`config.mk`:
```
export PLATFORM = sky130hd
export DESIGN_NAME = display_scanner
export DESIGN_NICKNAME = d
export VERILOG_FILES = /design/src/rtl/display_pkg.sv /design/src/rtl/display_scanner_slot_timer.sv /design/src/rtl/display_scanner.sv
export SDC_FILE = /design/constraint.sdc
export NUM_CORES = 1
export LEC_CHECK = 0
export ABC_CLOCK_PERIOD_IN_PS = 2380
export BUFFER_PORTS_ARGS = -buffer_cell sky130_fd_sc_hd__buf_2
export CAP_MARGIN = 15
export CELL_PAD_IN_SITES_DETAIL_PLACEMENT = 2
export CELL_PAD_IN_SITES_GLOBAL_PLACEMENT = 2
export CORE_MARGIN = 10
export CORE_UTILIZATION = 35
export DETAILED_ROUTE_END_ITERATION = 16
export GPL_ROUTABILITY_DRIVEN = 0
export GPL_TIMING_DRIVEN = 0
export HOLD_SLACK_MARGIN = 0.03
export PLACE_DENSITY_LB_ADDON = 0.1
export RECOVER_POWER = 50
export SKIP_LAST_GASP = 1
export SLEW_MARGIN = 20
export SYNTH_ARGS = -nofsm -noshare
export SYNTH_HDL_FRONTEND = slang
export SYNTH_HIERARCHICAL = 1
export SYNTH_SLANG_ARGS = --single-unit
```
`constraint.sdc`:
```
create_clock -name i_clk -period 2.38 [get_ports i_clk]
set_input_delay 0.119 -clock i_clk [delete_from_list [all_inputs] [get_ports i_clk]]
set_output_delay 0.119 -clock i_clk [all_outputs]
set_load 0.02 [all_outputs]
```
`src/rtl/display_pkg.sv`:
```
// Shared types and constants for the multiplexed 7-segment display scanner.
package display_pkg;

  localparam int NDIG_DEFAULT = 4;
  localparam int CODE_W       = 4;
  localparam logic [NDIG_DEFAULT-1:0] ANODES_OFF = '1;

  typedef enum logic [1:0] {
    IDLE,
    BLANK,
    DRIVE
  } state_t;

endpackage

```
`src/rtl/display_scanner_slot_timer.sv`:
```
// Slot/digit counter for the display scanner. The strobes describe the cycle
// about to be entered, so the top can register its outputs in step with cnt.
module scan_slot_timer #(
  parameter int  NDIG         = 4,
  parameter int  DIGIT_CYCLES = 50000,
  parameter int  BLANK_CYCLES = 500,
  localparam int CW           = $clog2(DIGIT_CYCLES),
  localparam int IW           = (NDIG > 1) ? $clog2(NDIG) : 1
) (
  input  logic          i_clk,
  input  logic          i_rst_n,
  input  logic          i_en,
  input  logic          i_active,
  output logic [IW-1:0] o_nxt_idx,
  output logic          o_slot_start,
  output logic          o_blank_end,
  output logic          o_frame_start
);

  logic [CW-1:0] r_cnt;
  logic [IW-1:0] r_idx;
  logic          w_wrap;

  always_comb begin
    w_wrap    = (r_cnt == CW'(DIGIT_CYCLES - 1));
    o_nxt_idx = r_idx;
    if (!i_active)
      o_nxt_idx = '0;
    else if (w_wrap)
      o_nxt_idx = (r_idx == IW'(NDIG - 1)) ? '0 : r_idx + 1'b1;
    o_slot_start  = i_en & (~i_active | w_wrap);
    o_frame_start = o_slot_start & (o_nxt_idx == '0);
    o_blank_end   = i_en & i_active & (r_cnt == CW'(BLANK_CYCLES - 1));
  end

  // Leaving IDLE forces a fresh frame: cnt=0, idx=0 on the first active cycle.
  always_ff @(posedge i_clk or negedge i_rst_n) begin
    if (!i_rst_n) begin
      r_cnt <= '0;
      r_idx <= '0;
    end else if (!i_en) begin
      r_cnt <= '0;
      r_idx <= '0;
    end else if (o_slot_start) begin
      r_cnt <= '0;
      r_idx <= o_nxt_idx;
    end else begin
      r_cnt <= r_cnt + 1'b1;
    end
  end

endmodule

```
`src/rtl/display_scanner.sv`:
```
// Time-multiplexes an NDIG-digit hex value onto a shared 7-segment bus, with
// double-buffered loads committed only at frame boundaries.
module display_scanner
  import display_pkg::*;
#(
  parameter int  NDIG         = NDIG_DEFAULT,
  parameter int  DIGIT_CYCLES = 50000,
  parameter int  BLANK_CYCLES = 500,
  localparam int IW           = (NDIG > 1) ? $clog2(NDIG) : 1
) (
  input  logic                   i_clk,
  input  logic                   i_rst_n,
  input  logic                   i_enable,
  input  logic                   i_load,
  input  logic [CODE_W*NDIG-1:0] i_value,
  output logic [CODE_W-1:0]      o_code,
  output logic [NDIG-1:0]        o_anodes,
  output logic                   o_frame_tick
);

  state_t                   r_state;
  logic [CODE_W*NDIG-1:0]   r_disp_val;
  logic [CODE_W*NDIG-1:0]   r_pend_val;
  logic                     r_pend_flag;

  logic [IW-1:0]            w_nxt_idx;
  logic                     w_slot_start;
  logic                     w_blank_end;
  logic                     w_frame_start;
  logic [CODE_W*NDIG-1:0]   w_commit_val;
  logic [CODE_W*NDIG-1:0]   w_src_val;
  logic [CODE_W-1:0]        w_digit;

  scan_slot_timer #(
    .NDIG         (NDIG),
    .DIGIT_CYCLES (DIGIT_CYCLES),
    .BLANK_CYCLES (BLANK_CYCLES)
  ) u_timer (
    .i_clk         (i_clk),
    .i_rst_n       (i_rst_n),
    .i_en          (i_enable),
    .i_active      (r_state != IDLE),
    .o_nxt_idx     (w_nxt_idx),
    .o_slot_start  (w_slot_start),
    .o_blank_end   (w_blank_end),
    .o_frame_start (w_frame_start)
  );

  // A load coinciding with the commit edge bypasses the pending buffer.
  always_comb begin
    w_commit_val = r_pend_flag ? r_pend_val : r_disp_val;
    if (i_load)
      w_commit_val = i_value;
    w_src_val = w_frame_start ? w_commit_val : r_disp_val;
    w_digit   = w_src_val[CODE_W*w_nxt_idx +: CODE_W];
  end

  always_ff @(posedge i_clk or negedge i_rst_n) begin
    if (!i_rst_n) begin
      r_state      <= IDLE;
      r_disp_val   <= '0;
      r_pend_val   <= '0;
      r_pend_flag  <= 1'b0;
      o_code       <= '0;
      o_anodes     <= '1;
      o_frame_tick <= 1'b0;
    end else begin
      if (w_frame_start) begin
        r_disp_val  <= w_commit_val;
        r_pend_flag <= 1'b0;
      end else if (i_load) begin
        r_pend_val  <= i_value;
        r_pend_flag <= 1'b1;
      end

      o_frame_tick <= w_frame_start;

      // Anodes stay dark for BLANK_CYCLES so the decoder settles on the new code.
      if (!i_enable) begin
        r_state  <= IDLE;
        o_anodes <= '1;
      end else if (w_slot_start) begin
        r_state  <= BLANK;
        o_anodes <= '1;
        o_code   <= w_digit;
      end else if (w_blank_end) begin
        r_state  <= DRIVE;
        o_anodes <= ~(NDIG'(1) << w_nxt_idx);
      end
    end
  end

endmodule

```
### Word level (Yosys, flattened, before mapping)

Cells that the tools add are included.

* register bits: 62
* bits of input ports: 20
* output and inout bits: 9
* word-level logic and storage cells: 49

* $add $sub $neg: 2
* equal/unequal tests: 5
* shift operators: 2
* multiplexer cells: 18
* bitwise logic cells: 8
* reductions and logical operators: 5

Operator list (count)
* 2-to-1 mux 16 bit: 5
* adder 16 x 1 -> 16 bit (second input constant): 1
* equality test 16 bit (second input constant): 1
* equality test 16 x 9 -> 1 bit (second input constant): 1
* 2-to-1 mux 2 bit: 8
* variable part select 16 x 5 -> 4 bit: 1
* 2-to-1 mux 4 bit: 3
* bitwise AND 1 bit: 4
* inverter 4 bit: 1
* AND reduction 2 bit: 2
* nonzero test 2 bit: 2
* << shifter 1 x 2 -> 4 bit (first input constant): 1
* inequality test 3 x 1 -> 1 bit (second input constant): 1
* adder 2 x 1 -> 2 bit (second input constant): 1
* equality test 2 bit (second input constant): 1
* logical NOT 2 bit: 1
* 2-to-1 mux 1 bit: 2
* inequality test 2 x 1 -> 1 bit (second input constant): 1
* inverter 1 bit: 2
* bitwise OR 1 bit: 1

### Logic depth before layout (Yosys ltp)

* depth in word-level cells: 9
* gate-level depth with buffers: 12
* gate-level depth less buffers: 9

### Hierarchy

The synthesis kept the hierarchy.

Modules (own cells, without submodules)
* display_scanner: times used 1, cells each 165, area each 2011.9 µm²
* scan_slot_timer: times used 1, cells each 97, area each 994.7 µm²

### Worst setup path after synthesis

Ideal clock, no wire load.

* path type: reg2reg
* start point: register u_timer.r_cnt[0]
* end point: register o_code[0]
* data arrival time: 2467 ps
* setup slack: -213 ps
* cell stages (with the launch flop): 11
* buffers on the path: 1
* cells stage by stage: dfrtp_1 ha_1 and3_1 nand4_4 o31ai_1 and2_1 buf_6 nand2_1 o221a_1 mux2_2 a221o_1

* word-level cells in the longest chain between the ends: 7
* elaborated cells between the ends (all ways): 10
* classes of those cells: eq/ne (1); shift (1); mux (3); bitwise (3); reduce/logical (2)

Ends and longest elaborated chain
* start: declaration: RTL line display_scanner_slot_timer.sv:20 `logic [CW-1:0] r_cnt;`
* start signal: assignment: RTL line display_scanner_slot_timer.sv:48 `r_cnt <= r_cnt + 1'b1;`
* equality test 16 bit *: RTL line display_scanner_slot_timer.sv:25 `w_wrap = (r_cnt == CW'(DIGIT_CYCLES - 1));`
* 2-to-1 mux 2 bit: RTL line display_scanner_slot_timer.sv:29 `else if (w_wrap)`
* 2-to-1 mux 2 bit: RTL line display_scanner_slot_timer.sv:27 `if (!i_active)`
* logical NOT 2 bit: RTL line display_scanner_slot_timer.sv:32 `o_frame_start = o_slot_start & (o_nxt_idx == '0);`
* bitwise AND 1 bit *: RTL line display_scanner_slot_timer.sv:32
* via w_frame_start: RTL line display_scanner.sv:29 `logic w_frame_start;`
* 2-to-1 mux 16 bit *
* via w_src_val[12]: RTL line display_scanner.sv:31 `logic [CODE_W*NDIG-1:0] w_src_val;`
* variable part select 16 x 5 -> 4 bit *: RTL line display_scanner.sv:55 `w_digit = w_src_val[CODE_W*w_nxt_idx +: CODE_W];`
* end signal: assignment: RTL line display_scanner.sv:85 `o_code <= w_digit;`
* end: declaration: RTL line display_scanner.sv:16 `output logic [CODE_W-1:0] o_code,`

The timed path passes the listed nets; every way through them passes the cells marked *.
A chain may end at the register's enable or synchronous reset.

### Final worst setup path

* start point: register u_timer.r_cnt[12]
* end point: register o_code[3]

Same word-level chain as after synthesis.

==> metrics.md <==
| Metric | Value |
|---|---|
| Status | complete, but fails checks |
| Failing checks | capacitance limit, slew limit, setup timing |
| Peak VDD IR | 0.0003225 V |
| Commonest non-fill, non-tap cell in the layout | dfrtp_1 |
| WP data required | 2.60 ns |
| Global route overflow | 0 |
| I/O pin count | 29 |
| Starting density of the core | 36.23% |
| HPWL Detailed | 5562 um |
| Largest net degree at the start of global routing | 35 |
| CP bufs+invs | 1 |
| Most frequent cells in the layout | dfrtp_1 (56), buf_2 (28), nor2_1 (25) |
| Delay-heaviest family, CP | simple AND/OR/NAND/NOR gates |
| Tcrit/Tclk final | 107.5% |
| DRT Wirelength | 8404 um |
| CTS tree | yes |
| Post-layout min period | 2.559 ns |
| CP Cell Sequence | nor4_4, nand4_4, o31ai_4, and2_4, buf_8, nand2_8, o221a_1, mux2_4, a221o_1 |
| Ys flop type | dfrtp_1 |
| DRC violations left | 0 |
| Vias in the first global route | 2594 |
| Crit start category | flop |
| Setup WS pre-CTS | -0.6042 ns |
| Vias/cell | 5.284 |
| Reg-to-Reg Start | u_timer/r_cnt[12]$_DFF_PN0_ |
| CTS Buf Count | 9 |
| Post-synthesis sequential area ratio | 51.77% |
| Slowest stage delay, CP | 0.44 ns |
| RSZ-0062 raised after global routing | true |
| Min Hold Slack | 0.03720 ns |
| Row count | 33 |
| CORE AREA | 8299 sq um |
| Port buffer count | 28 |
| Post-Syn Area | 3007 sq um |
| Final Max Tran Viols | 30 |
| Number of synthesized flops with an enable pin | 0 |
| Layout cells sized above 1 | 34.94% |
| Min-Delay Endpoint | r_pend_val[15]$_DFFE_PN0P_ |
| Tot Pwr | 2.725 mW |
| Cells on Worst Hold Path | 2 |
| Critical path arrival | 2.78 ns |
| Die footprint | 12700 sq um |
| Slew HR | -8.081% |
| Clk root buf | clkbuf_8 |
| F_max | 390.8 MHz |
| Clk sinks | 62 |
| Wl on met1 | 3739 um |
| Final Hold Vio Count | 0 |
| WL per Instance | 19.23 um |
| Post-synthesis net count | 284 |
| WL met2 | 4300 um |
| Unique masters post-synth | 47 |
| Slowest-stage cell, CP | dfrtp_2 |
| End-of-flow core utilization | 47.08% |
| Pleak | 1.570 nW |
| Clk buf depth | 2 |
| DR top layer | met4 |
| Warnings, synthesis | 6 |
| Final nets | 349 |
| Antenna Violating Nets Remaining | 0 |
| Routed met3 length | 217 um |
| Syn_area_per_cell | 11.48 sq um |
| Area grow syn2layout | 29.96% |
| Clock Skews | 0.01174 ns |
| Reg2reg path depth | 9 |
| Initial antenna violation count | 0 |
| Hold Crit Class | in -> reg |
| Final worst slack | -0.1786 ns |
| Crit Reg-Reg Endpoint | o_code[3]$_DFFE_PN0P_ |
| Synth async-reset ratio | 100.0% |
| Yosys reg bits | 62 |
| CTS clk-pin slew, worst paths | 0.07 ns |
| Max cap viols | 1 |
| Min-delay src | i_value[15] |
| Critical setup path kind | reg -> reg |
| 1st-iter DRT viols | 23 |
| Endpoints failing setup | 4 |
| Crit. End Element | flop |
| Total number of vias | 2309 |
| Gr usage total | 13.56% |
| Worst-Margin Slew | 1.621 ns |
| 1st-pass router iterations | 4 |
| Synth Instances | 262 |
| Crit-path max FO | 7 |
| Skew-Pair Late Insertion Delay | 0.34 ns |
| PD cells | 697.3 nW/um^2 |
| Ant. Diodes | 0 |
| H-Tree Depth | 3 |
| Die Y | 112.7 um |
| Die W | 112.7 um |
| Worst reg2reg setup slack | -0.18 ns |
| First-pass GRT wire length | 13890 um |
[sequential cells by signal (all words and copies together), names as in the netlist, 2 cells and up]
register / flops
o_code: 4
r_disp_val: 16
o_anodes: 4
u_timer/r_cnt: 16
r_pend_val: 16
r_state: 2
u_timer/r_idx: 2
[layer usage]
layer / up-vias / GRT usage [%]
li1: 1080 / -
met1: 1197 / 16.41
met2: 22 / 22.89
met3: 10 / 2.716
met4: 0 / 5.584
met5: - / 0
[how the worst max path moves through the flow]
| stage | startpoint | endpoint | slack, ns | depth (start not counted) |
|---|---|---|---|---|
| after floorplan | u_timer/r_cnt[12]$_DFF_PN0_ | o_code[0]$_DFFE_PN0P_ | -0.11 | 9 |
| after global placement | u_timer/r_cnt[12]$_DFF_PN0_ | o_code[1]$_DFFE_PN0P_ | -0.54 | 10 |
| after detailed placement | u_timer/r_cnt[12]$_DFF_PN0_ | o_code[2]$_DFFE_PN0P_ | -0.60 | 11 |
| after CTS | u_timer/r_cnt[10]$_DFF_PN0_ | o_code[3]$_DFFE_PN0P_ | -0.26 | 9 |
| after global routing | u_timer/r_cnt[12]$_DFF_PN0_ | o_code[2]$_DFFE_PN0P_ | -0.27 | 9 |
| final | u_timer/r_cnt[12]$_DFF_PN0_ | o_code[3]$_DFFE_PN0P_ | -0.18 | 9 |
[stage by stage]
stage          setup TNS (ns)  instances  instance area [sq um]
3_5_place_dp           -11.41        396                   3339
2_1_floorplan         -0.4086        262                   3045
5_1_grt                -3.651        437                   3908
6_report              -0.6429        437                   3908
4_1_cts               -0.9850        434                   3840
3_3_place_gp           -10.32        395                   3317
[what timing repair did]
action	in CTS	in global routing
resized for setup	21	18
endpoints found under the setup margin	36	25
buffers inserted	7	5
endpoints found under the hold margin	41	0
pin swaps	6	7
gates cloned	1	0
hold buffers	14	0
[synthesized netlist by cell type (5+ instances only)]
cell type  count  share of area (%)
mux2_2        18                6.7
xnor2_1       13                3.8
nand4bb_1      7                2.6
nand2_1       10                1.2
nand3_1        8                1.3
inv_1         13                1.6
o221ai_1       8                2.3
nor3_1         5               0.83
dfrtp_1       58                 48
nor2_1        25                3.1
clkbuf_1       6               0.75
nand3b_1      10                2.5
o221a_1        6                2.2
nand2b_1       9                1.9
nor2b_1        5                1.0
[power by group]
group | switching, mW | leakage [nW] | total (mW) | internal [mW]
combinational | 0.237 | 0.711 | 0.478 | 0.242
sequential | 0.0658 | 0.752 | 1.24 | 1.18
clock | 0.418 | 0.107 | 1.00 | 0.585
[cell families after synthesis]
group                    count (synthesis)  synth area share, %
multiplexers                            21                7.782
flip-flops                              62                51.77
AO/OA/AOI/OAI                           35                9.821
AND/OR/NAND/NOR                        101                21.43
XOR/XNOR                                14                4.078
buffers and inverters                   27                4.286
adder cells (fa/ha/maj)                  2               0.8322
[area by class of cell]
cell class                      instances  area (sq um)
Clock inverter                          5         75.07
Multi-Input combinational cell        173          1460
Fill cell                             853          4392
Timing Repair Buffer                   54         371.6
Inverter                               14         52.55
Clock buffer                           11         131.4
Buffer                                 13         126.4
Tap cell                              105         131.4
Sequential cell                        62          1559
[worst register-to-register path, stage by stage, from the launching register on]
cell     delay (ns)
dfrtp_2        0.44
nor4_4         0.37
nand4_4        0.16
o31ai_4        0.19
and2_4         0.21
buf_8          0.13
nand2_8        0.07
o221a_1        0.30
mux2_4         0.28
a221o_1        0.31
Power figures use the tool's default switching activity.
